--- config.mk ---
export PLATFORM = sky130hd
export DESIGN_NAME = grid_step_ctrl_flat
export DESIGN_NICKNAME = d
export VERILOG_FILES = /design/src/rtl/grid_step_ctrl_if.sv /design/src/rtl/grid_step_ctrl.sv /design/src/flat_wrapper.sv
export SDC_FILE = /design/constraint.sdc
export NUM_CORES = 1
export LEC_CHECK = 0
export CAP_MARGIN = 20
export CORE_ASPECT_RATIO = 1.2
export CORE_UTILIZATION = 45
export CTS_CLUSTER_DIAMETER = 100
export CTS_CLUSTER_SIZE = 24
export DETAILED_ROUTE_END_ITERATION = 10
export PLACE_DENSITY = 0.69
export SYNTH_ARGS = -nofsm -noshare
export SYNTH_HDL_FRONTEND = slang
export SYNTH_SLANG_ARGS = --single-unit
--- constraint.sdc ---
create_clock -name clk_in -period 2.9 [get_ports clk_in]
set_input_delay 0.29 -clock clk_in [delete_from_list [all_inputs] [get_ports clk_in]]
set_output_delay 0.29 -clock clk_in [all_outputs]
set_load 0.01 [all_outputs]
--- src/rtl/grid_step_ctrl_if.sv ---
// Bus between the grid step controller and its requester / tile-map.
// slave = controller side, master = requester and tile-map side.
interface grid_step_ctrl_if #(
    parameter int GRID_W = 16,
    parameter int GRID_H = 8
);
    localparam int XW = $clog2(GRID_W);
    localparam int YW = $clog2(GRID_H);

    logic          move_valid;
    logic [1:0]    move_dir;
    logic          move_ready;
    logic          map_rd_en;
    logic [XW-1:0] map_rd_x;
    logic [YW-1:0] map_rd_y;
    logic          map_blocked;
    logic [XW-1:0] grid_x;
    logic [YW-1:0] grid_y;
    logic [1:0]    dir;
    logic [XW-1:0] x_front;
    logic [YW-1:0] y_front;
    logic          front_valid;
    logic          moved;
    logic          turned;
    logic          blocked;

    modport master (
        output move_valid, move_dir, map_blocked,
        input  move_ready, map_rd_en, map_rd_x, map_rd_y,
               grid_x, grid_y, dir, x_front, y_front, front_valid,
               moved, turned, blocked
    );

    modport slave (
        input  move_valid, move_dir, map_blocked,
        output move_ready, map_rd_en, map_rd_x, map_rd_y,
               grid_x, grid_y, dir, x_front, y_front, front_valid,
               moved, turned, blocked
    );
endinterface

--- src/rtl/grid_step_ctrl.sv ---
// Grid step controller: turns on a direction change, otherwise checks the
// tile in front against the tile-map and steps into it if passable.
//
// state      | meaning
// S_IDLE     | ready for a move request
// S_LOOKUP   | tile-map read of the front tile issued
// S_CHECK    | tile-map response sampled, move or block decided
// S_COOLDOWN | down-counter holding off new requests after a move/turn
module grid_step_ctrl #(
    parameter int         GRID_W    = 16,
    parameter int         GRID_H    = 8,
    parameter int         COOLDOWN  = 4,
    parameter int         START_X   = 0,
    parameter int         START_Y   = 0,
    parameter logic [1:0] START_DIR = 2'd1
) (
    input  logic             clk_in,
    input  logic             rst_n_in,
    grid_step_ctrl_if.slave  bus
);
    localparam int XW = $clog2(GRID_W);
    localparam int YW = $clog2(GRID_H);

    localparam logic [XW-1:0] X_MAX   = XW'(GRID_W - 1);
    localparam logic [YW-1:0] Y_MAX   = YW'(GRID_H - 1);
    localparam logic [XW-1:0] X_RST   = XW'(START_X);
    localparam logic [YW-1:0] Y_RST   = YW'(START_Y);
    localparam logic [15:0]   CD_LOAD = 16'(COOLDOWN);

    localparam logic [1:0] DIR_LEFT  = 2'd0;
    localparam logic [1:0] DIR_RIGHT = 2'd1;
    localparam logic [1:0] DIR_UP    = 2'd2;
    localparam logic [1:0] DIR_DOWN  = 2'd3;

    typedef enum logic [1:0] {
        S_IDLE,
        S_LOOKUP,
        S_CHECK,
        S_COOLDOWN
    } state_t;

    state_t        r_state,   w_state_nxt;
    logic [XW-1:0] r_grid_x,  w_grid_x_nxt;
    logic [YW-1:0] r_grid_y,  w_grid_y_nxt;
    logic [1:0]    r_dir,     w_dir_nxt;
    logic [15:0]   r_cnt,     w_cnt_nxt;
    logic          r_moved,   w_moved_nxt;
    logic          r_turned,  w_turned_nxt;
    logic          r_blocked, w_blocked_nxt;

    logic [XW-1:0] w_x_front;
    logic [YW-1:0] w_y_front;
    logic          w_front_valid;
    logic          w_handshake;
    logic          w_rd_en;

    // Front tile saturates at the grid edge instead of wrapping.
    always_comb begin
        w_x_front     = r_grid_x;
        w_y_front     = r_grid_y;
        w_front_valid = 1'b0;
        case (r_dir)
            DIR_LEFT: if (r_grid_x != '0) begin
                w_x_front     = r_grid_x - XW'(1);
                w_front_valid = 1'b1;
            end
            DIR_RIGHT: if (r_grid_x != X_MAX) begin
                w_x_front     = r_grid_x + XW'(1);
                w_front_valid = 1'b1;
            end
            DIR_UP: if (r_grid_y != '0) begin
                w_y_front     = r_grid_y - YW'(1);
                w_front_valid = 1'b1;
            end
            DIR_DOWN: if (r_grid_y != Y_MAX) begin
                w_y_front     = r_grid_y + YW'(1);
                w_front_valid = 1'b1;
            end
            default: ;
        endcase
    end

    assign w_handshake = bus.move_valid && (r_state == S_IDLE);

    always_comb begin
        w_state_nxt   = r_state;
        w_grid_x_nxt  = r_grid_x;
        w_grid_y_nxt  = r_grid_y;
        w_dir_nxt     = r_dir;
        w_cnt_nxt     = r_cnt;
        w_moved_nxt   = 1'b0;
        w_turned_nxt  = 1'b0;
        w_blocked_nxt = 1'b0;
        case (r_state)
            S_IDLE: begin
                if (w_handshake) begin
                    if (bus.move_dir != r_dir) begin
                        w_dir_nxt    = bus.move_dir;
                        w_turned_nxt = 1'b1;
                        w_cnt_nxt    = CD_LOAD;
                        w_state_nxt  = S_COOLDOWN;
                    end else if (!w_front_valid) begin
                        w_blocked_nxt = 1'b1;
                    end else begin
                        w_state_nxt = S_LOOKUP;
                    end
                end
            end
            S_LOOKUP: w_state_nxt = S_CHECK;
            S_CHECK: begin
                if (bus.map_blocked) begin
                    w_blocked_nxt = 1'b1;
                    w_state_nxt   = S_IDLE;
                end else begin
                    w_grid_x_nxt = w_x_front;
                    w_grid_y_nxt = w_y_front;
                    w_moved_nxt  = 1'b1;
                    w_cnt_nxt    = CD_LOAD;
                    w_state_nxt  = S_COOLDOWN;
                end
            end
            S_COOLDOWN: begin
                w_cnt_nxt = r_cnt - 16'd1;
                if (r_cnt <= 16'd1) begin
                    w_cnt_nxt   = '0;
                    w_state_nxt = S_IDLE;
                end
            end
            default: w_state_nxt = S_IDLE;
        endcase
    end

    always_ff @(posedge clk_in) begin
        if (!rst_n_in) begin
            r_state   <= S_IDLE;
            r_grid_x  <= X_RST;
            r_grid_y  <= Y_RST;
            r_dir     <= START_DIR;
            r_cnt     <= '0;
            r_moved   <= 1'b0;
            r_turned  <= 1'b0;
            r_blocked <= 1'b0;
        end else begin
            r_state   <= w_state_nxt;
            r_grid_x  <= w_grid_x_nxt;
            r_grid_y  <= w_grid_y_nxt;
            r_dir     <= w_dir_nxt;
            r_cnt     <= w_cnt_nxt;
            r_moved   <= w_moved_nxt;
            r_turned  <= w_turned_nxt;
            r_blocked <= w_blocked_nxt;
        end
    end

    // Position is frozen during LOOKUP, so the front tile is the read address.
    assign w_rd_en          = (r_state == S_LOOKUP);
    assign bus.map_rd_en    = w_rd_en;
    assign bus.map_rd_x     = w_rd_en ? w_x_front : '0;
    assign bus.map_rd_y     = w_rd_en ? w_y_front : '0;
    assign bus.move_ready   = (r_state == S_IDLE);
    assign bus.grid_x       = r_grid_x;
    assign bus.grid_y       = r_grid_y;
    assign bus.dir          = r_dir;
    assign bus.x_front      = w_x_front;
    assign bus.y_front      = w_y_front;
    assign bus.front_valid  = w_front_valid;
    assign bus.moved        = r_moved;
    assign bus.turned       = r_turned;
    assign bus.blocked      = r_blocked;
endmodule

--- src/flat_wrapper.sv ---
// flat-port wrapper written by rule: the top's interface ports become plain ports
module grid_step_ctrl_flat 
#(
    parameter int         GRID_W    = 16,
    parameter int         GRID_H    = 8,
    parameter int         COOLDOWN  = 4,
    parameter int         START_X   = 0,
    parameter int         START_Y   = 0,
    parameter logic [1:0] START_DIR = 2'd1
)
  (clk_in, rst_n_in, bus_move_valid, bus_move_dir, bus_map_blocked, bus_move_ready, bus_map_rd_en, bus_map_rd_x, bus_map_rd_y, bus_grid_x, bus_grid_y, bus_dir, bus_x_front, bus_y_front, bus_front_valid, bus_moved, bus_turned, bus_blocked);
  grid_step_ctrl_if #(.GRID_W(GRID_W), .GRID_H(GRID_H)) bus_i ();
  input  logic clk_in;
  input  logic rst_n_in;
  input wire logic [$bits(bus_i.move_valid)-1:0] bus_move_valid;
  input wire logic [$bits(bus_i.move_dir)-1:0] bus_move_dir;
  input wire logic [$bits(bus_i.map_blocked)-1:0] bus_map_blocked;
  output wire logic [$bits(bus_i.move_ready)-1:0] bus_move_ready;
  output wire logic [$bits(bus_i.map_rd_en)-1:0] bus_map_rd_en;
  output wire logic [$bits(bus_i.map_rd_x)-1:0] bus_map_rd_x;
  output wire logic [$bits(bus_i.map_rd_y)-1:0] bus_map_rd_y;
  output wire logic [$bits(bus_i.grid_x)-1:0] bus_grid_x;
  output wire logic [$bits(bus_i.grid_y)-1:0] bus_grid_y;
  output wire logic [$bits(bus_i.dir)-1:0] bus_dir;
  output wire logic [$bits(bus_i.x_front)-1:0] bus_x_front;
  output wire logic [$bits(bus_i.y_front)-1:0] bus_y_front;
  output wire logic [$bits(bus_i.front_valid)-1:0] bus_front_valid;
  output wire logic [$bits(bus_i.moved)-1:0] bus_moved;
  output wire logic [$bits(bus_i.turned)-1:0] bus_turned;
  output wire logic [$bits(bus_i.blocked)-1:0] bus_blocked;
  assign bus_i.move_valid = bus_move_valid;
  assign bus_i.move_dir = bus_move_dir;
  assign bus_i.map_blocked = bus_map_blocked;
  assign bus_move_ready = bus_i.move_ready;
  assign bus_map_rd_en = bus_i.map_rd_en;
  assign bus_map_rd_x = bus_i.map_rd_x;
  assign bus_map_rd_y = bus_i.map_rd_y;
  assign bus_grid_x = bus_i.grid_x;
  assign bus_grid_y = bus_i.grid_y;
  assign bus_dir = bus_i.dir;
  assign bus_x_front = bus_i.x_front;
  assign bus_y_front = bus_i.y_front;
  assign bus_front_valid = bus_i.front_valid;
  assign bus_moved = bus_i.moved;
  assign bus_turned = bus_i.turned;
  assign bus_blocked = bus_i.blocked;
  grid_step_ctrl #(.GRID_W(GRID_W), .GRID_H(GRID_H), .COOLDOWN(COOLDOWN), .START_X(START_X), .START_Y(START_Y), .START_DIR(START_DIR)) u_core (.clk_in(clk_in), .rst_n_in(rst_n_in), .bus(bus_i));
endmodule
* Word level (Yosys, flattened, before mapping)
Index checks and enable logic that the tools add are counted.
** Word-level totals
- Logic and storage cells :: 72
- Output and inout bits :: 29
- Register bits after elaboration :: 30
- Input bits :: 6
** Cells by class
- Magnitude comparators :: 1
- Equal/unequal tests :: 14
- Bitwise operators :: 1
- $add $sub $neg :: 5
- Multiplexer cells :: 31
- Reduce and logical (&&, ||, !) cells :: 12
** Operator list (count)
- 16-bit 2-to-1 mux :: 4
- 16-bit case mux with 3 select lines :: 1
- 16-bit by 1-bit less-or-equal comparator with 1-bit output, second input constant :: 1
- 16-bit by 1-bit subtractor with 16-bit output, second input constant :: 1
- 4-bit 2-to-1 mux :: 3
- 1-bit 2-to-1 mux :: 10
- 2-bit 2-to-1 mux :: 5
- 3-bit 2-to-1 mux :: 3
- 3-bit AND reduction :: 3
- 2-bit equality test, second input constant :: 4
- 2-bit case mux with 4 select lines :: 1
- 4-bit case mux with 2 select lines :: 1
- 2-bit by 1-bit inequality test with 1-bit output, second input constant :: 3
- 3-bit case mux with 2 select lines :: 1
- 3-bit nonzero test :: 2
- 4-bit by 1-bit adder with 4-bit output, second input constant :: 1
- 2-bit by 1-bit equality test with 1-bit output, second input constant :: 2
- 2-bit zero test :: 2
- 4-bit inequality test, second input constant :: 1
- 1-bit case mux with 4 select lines :: 1
- 2-bit AND reduction :: 2
- 4-bit AND reduction :: 1
- 4-bit nonzero test :: 1
- 4-bit by 1-bit subtractor with 4-bit output, second input constant :: 1
- 9 further kinds :: 9

* Depth between registers and ports, before layout
- Depth after elaboration :: 7
- Depth in mapped cells :: 7
- Gate-level depth less buffers :: 7

* Worst setup path after synthesis
Ideal clock, no wire load.
- Kind :: register to register
- From :: register u_core.r_cnt[10]
- To :: register u_core.r_cnt[10]
- Clock period less this slack :: 2.115 ns
- Arrival :: 1.993 ns
- Library setup time :: 0.121 ns
- Path slack :: 0.785 ns
- Path buffers :: 1
- Stages on the path, launching flop included :: 7
- Required time :: 2.779 ns
- Path through :: dfxtp_1 or4_4 or4_4 o311a_1 buf_6 o21ai_4 nor2_1
** Between the ends
- Word-level cells in the longest chain between the ends :: 3
- Elaborated cells between the ends (all ways) :: 4
- Classes of those cells :: 1 x add/sub; 1 x order compare; 2 x mux
** Ends and longest elaborated chain
- from (decl) :: RTL line grid_step_ctrl.sv:46 : logic [15:0] r_cnt, w_cnt_nxt;
- from (signal assigned) :: RTL line grid_step_ctrl.sv:148 : r_cnt <= w_cnt_nxt;
- 16-bit by 1-bit subtractor with 16-bit output / 16-bit by 1-bit less-or-equal comparator with 1-bit output (equally long branches) :: RTL line grid_step_ctrl.sv:123, grid_step_ctrl.sv:124
- 16-bit 2-to-1 mux * :: RTL line grid_step_ctrl.sv:124 : if (r_cnt <= 16'd1) begin
- 16-bit case mux with 3 select lines * :: RTL line grid_step_ctrl.sv:94 : case (r_state)
Every way passes the cells marked *; elsewhere a longest branch is shown, timed or not.
A chain may end at the register's enable or synchronous reset.

* Worst setup path in the final report
- From :: register u_core.r_grid_x[1] (netlist: u_core.bus.grid_x[1])
- To :: output bus_map_rd_x[0]
** Between the ends
- Word-level cells in the longest chain between the ends :: 4
- Elaborated cells between the ends (all ways) :: 6
- Classes of those cells :: 1 x eq/ne; 4 x mux; 1 x reduce/logical
** Ends and longest elaborated chain
- from (decl) :: RTL line grid_step_ctrl.sv:43 : logic [XW-1:0] r_grid_x, w_grid_x_nxt;
- from (signal assigned) :: RTL line grid_step_ctrl.sv:145 : r_grid_x <= w_grid_x_nxt;
- 4-bit inequality test / 4-bit nonzero test (equally long branches) :: RTL line grid_step_ctrl.sv:67, grid_step_ctrl.sv:63
- 4-bit 2-to-1 mux, on equally long branches :: RTL line grid_step_ctrl.sv:67, grid_step_ctrl.sv:63
- 4-bit case mux with 2 select lines * :: RTL line grid_step_ctrl.sv:62 : case (r_dir)
- 4-bit 2-to-1 mux * :: RTL line grid_step_ctrl.sv:158 : assign bus.map_rd_x = w_rd_en ? w_x_front : '0;
- to (decl) :: RTL line flat_wrapper.sv:20 : output wire logic [$bits(bus_i.map_rd_x)-1:0] bus_map_rd_x;
Marked as above.

==> impl_metrics.ini <==
[worst_setup_path]
r2r_end = u_core.r_cnt[8]$_SDFFE_PN0P_
cp-end-kind = output pin
reg2regPathDepth = 5
cp_data_required_time_ps = 2610
crit_type = register to output pin
ff2ff_setup_slack_ps = 570
crit_fanout = 8
cp-start-kind = register
r2r_start = u_core.r_cnt[10]$_SDFFE_PN0P_
arrival_ps = 2420

[placed_design]
hpwl_um = 3060
placed_cell_area_sq_mm = 0.00222
place.gp.congestion = 0.856
pre_cts_slack_ps = 414
portBuffers = 34

[synthesis]
ys_seq_area_frac = 0.326
async_flop_share = 0
synth_cell_type_count = 48
synth_cells = 235
yosysTopAreaCell = dfxtp_1
syn_area_per_cell_sq_um = 7.84
synth_top_area_frac = 0.326
netlist_area_sq_mm = 0.00184
synthesis.nets = 248
synth.top_cells.by_area = dfxtp_1 (33%), nor2_1 (7.3%), xnor2_1 (6.7%)
ys_seq_elements = 30
synth_edf_count = 0
ys.flop_type = dfxtp_1
synth_warnings = 0

[power_and_ir_drop]
peakVddDrop_v = 0.000657
p_per_area_mw_per_mm2 = 949
p_leak_nw = 0.903

[global_route]
grt_pass1_wl_um = 7240
grt_max_degree = 16
grt_overflow = 0
grt_pass1_vias = 1625
grtUsageTotal = 0.220
antenna_found_initial = 0

[final_layout]
final_common_cell = nor2_1
layout.nets = 279
final_area_sq_mm = 0.00233
n_antenna_cell = 0
final_cell_mix = nor2_1 (36), clkdlybuf4s50_1 (34), dfxtp_1 (30), inv_1 (15)
syn2layout_area_growth_pct = 26.4
drive_gt1_frac = 0.0749
final_util = 0.590

[hold_path]
min_path_type = register to register
worstHoldStart = u_core.r_cnt[6]$_SDFFE_PN0P_
min_to = u_core.r_cnt[6]$_SDFFE_PN0P_
holdPathStages = 2

[drt]
firstDrtPassIters = 4
drc = 0
num_vias = 1737
initialDrtViolationCount = 101
wl_per_cell_um = 13.3
ant_nets = 0
wl_um = 4270
via_per_inst = 5.41

[cts]
max-clock-path-buffers = 2
cts-root-buf = clkbuf_8
clk_latency_ps = 290
cts-htree-levels = 2
cts_made_buffers = 5
cts_tree = built
post_cts_buffers = 0
cts.sinks = 30
clk_pin_slew_ps = 60

[sta]
tightest_slew_ps = 621
setup_slack_ps = 194
rsz0062_at_grt = no
clock.fmax_mhz = 369
finalSetupViolations = 0
drv_slew = 0
hold_violations = 0
fin_crit_sh = 0.933
fin_hold_ws_ps = 486
relSlewSlack = 0.583
period_minus_slack_ps = 2710
clock_skew_ps = 6.52
fin_setup_tns_ps = 0

[floorplanning]
rows = 25
die_h_um = 72.1
die_w_um = 60.4
dieArea_sq_mm = 0.00435
initial_core_util = 0.467
io_pins = 35
core_area_sq_mm = 0.00394

[status]
outcome = finished, final reports clean

[flow_run]
cap_violations = 0
==> routing by layer <==
metal / part of all wire / routed length, um / track usage / up-vias
met2: 0.50 / 2130 / 0.376 / 37
met3: 0.034 / 145 / 0.0499 / 5
met5: 0 / 0 / 0 / -
met4: 0.015 / 63 / 0.0930 / 0
met1: 0.45 / 1930 / 0.257 / 809
li1: - / - / - / 886
==> where the power goes <==
group          total (W)  switching [W]  internal (W)
sequential      0.000649       0.000130      0.000519
combinational    0.00120       0.000600      0.000605
clock           0.000354       0.000163      0.000191
==> critical path, cell delays in order (launching register included) <==
cell	delay [ps]
dfxtp_1	480
inv_1	100
ha_1	220
nor2b_1	150
a221oi_2	350
xnor2_1	170
and2_1	140
clkdlybuf4s50_1	520
==> kinds of logic (layout without fill, tap and decap cells) <==
group                      count (synthesis)  after routing  share of synthesized area
muxes                                      4              4                     0.0224
adders and majority gates                  7              7                     0.0476
buffers and inverters                     29             61                     0.0639
AOI/OAI and AO/OA                         46             46                      0.179
DFF                                       30             30                      0.326
xor gates and xnor gates                  14             14                     0.0666
and+or+nand+nor                          105            105                      0.294
==> how the worst max path moves through the flow <==
stage	slack, ps	end	cells past startpoint	from
finish	190	bus_map_rd_x[0]	7	u_core.bus.grid_x[1]$_SDFFE_PN0P_
global route	20	bus_map_rd_y[1]	8	u_core.bus.grid_y[0]$_SDFFE_PN0P_
CTS	90	bus_map_rd_x[0]	7	u_core.bus.grid_x[1]$_SDFFE_PN0P_
detailed placement	410	bus_map_rd_x[0]	7	u_core.bus.grid_x[1]$_SDFFE_PN0P_
global placement	470	bus_map_rd_x[0]	7	u_core.bus.grid_x[1]$_SDFFE_PN0P_
floorplan	790	u_core.r_cnt[10]$_SDFFE_PN0P_	6	u_core.r_cnt[10]$_SDFFE_PN0P_
==> synth_stat cells, types with 3 or more instances <==
cell type   n
ha_1        7
nor3_1      9
o21ai_0     9
nor2b_1     5
a211oi_1    4
mux2i_1     3
nor2_1     36
nor4_1      7
a31oi_1     3
clkbuf_1   12
nor3b_1     5
nand2_1    14
a21oi_1     8
nor4b_1     4
dfxtp_1    30
xnor2_1    14
inv_1      15
nand3_1     7
and2_1      6
==> repair_timing <==
action | CTS | global route
resized for setup | 0 | 3
setup endpoints to repair | 0 | 5
hold buffers | 0 | 0
==> registers in the layout, indices dropped and copies added (netlist names) <==
name / count
u_core.bus.blocked: 1
u_core.r_state: 2
u_core.bus.moved: 1
u_core.bus.grid_x: 4
u_core.r_cnt: 16
u_core.bus.turned: 1
u_core.bus.dir: 2
u_core.bus.grid_y: 3
==> final cells by class <==
| type | count | area (sq um) |
|---|---|---|
| flip-flops and latches | 30 | 601 |
| clock buffers | 7 | 86.3 |
| well taps | 54 | 67.6 |
| inverters | 15 | 56.3 |
| clock inverters | 1 | 5.00 |
| fillers | 379 | 1610 |
| repair buffers | 38 | 370 |
| multi-input cells | 176 | 1140 |
==> metrics by stage <==
stage	power (W)	cells
after floorplan	0.00151	235
after global routing	0.00238	321
after CTS	0.00220	321
final	0.00221	321
after detailed placement	0.00184	313
after global placement	0.00183	313
Power figures use the tool's default switching activity.
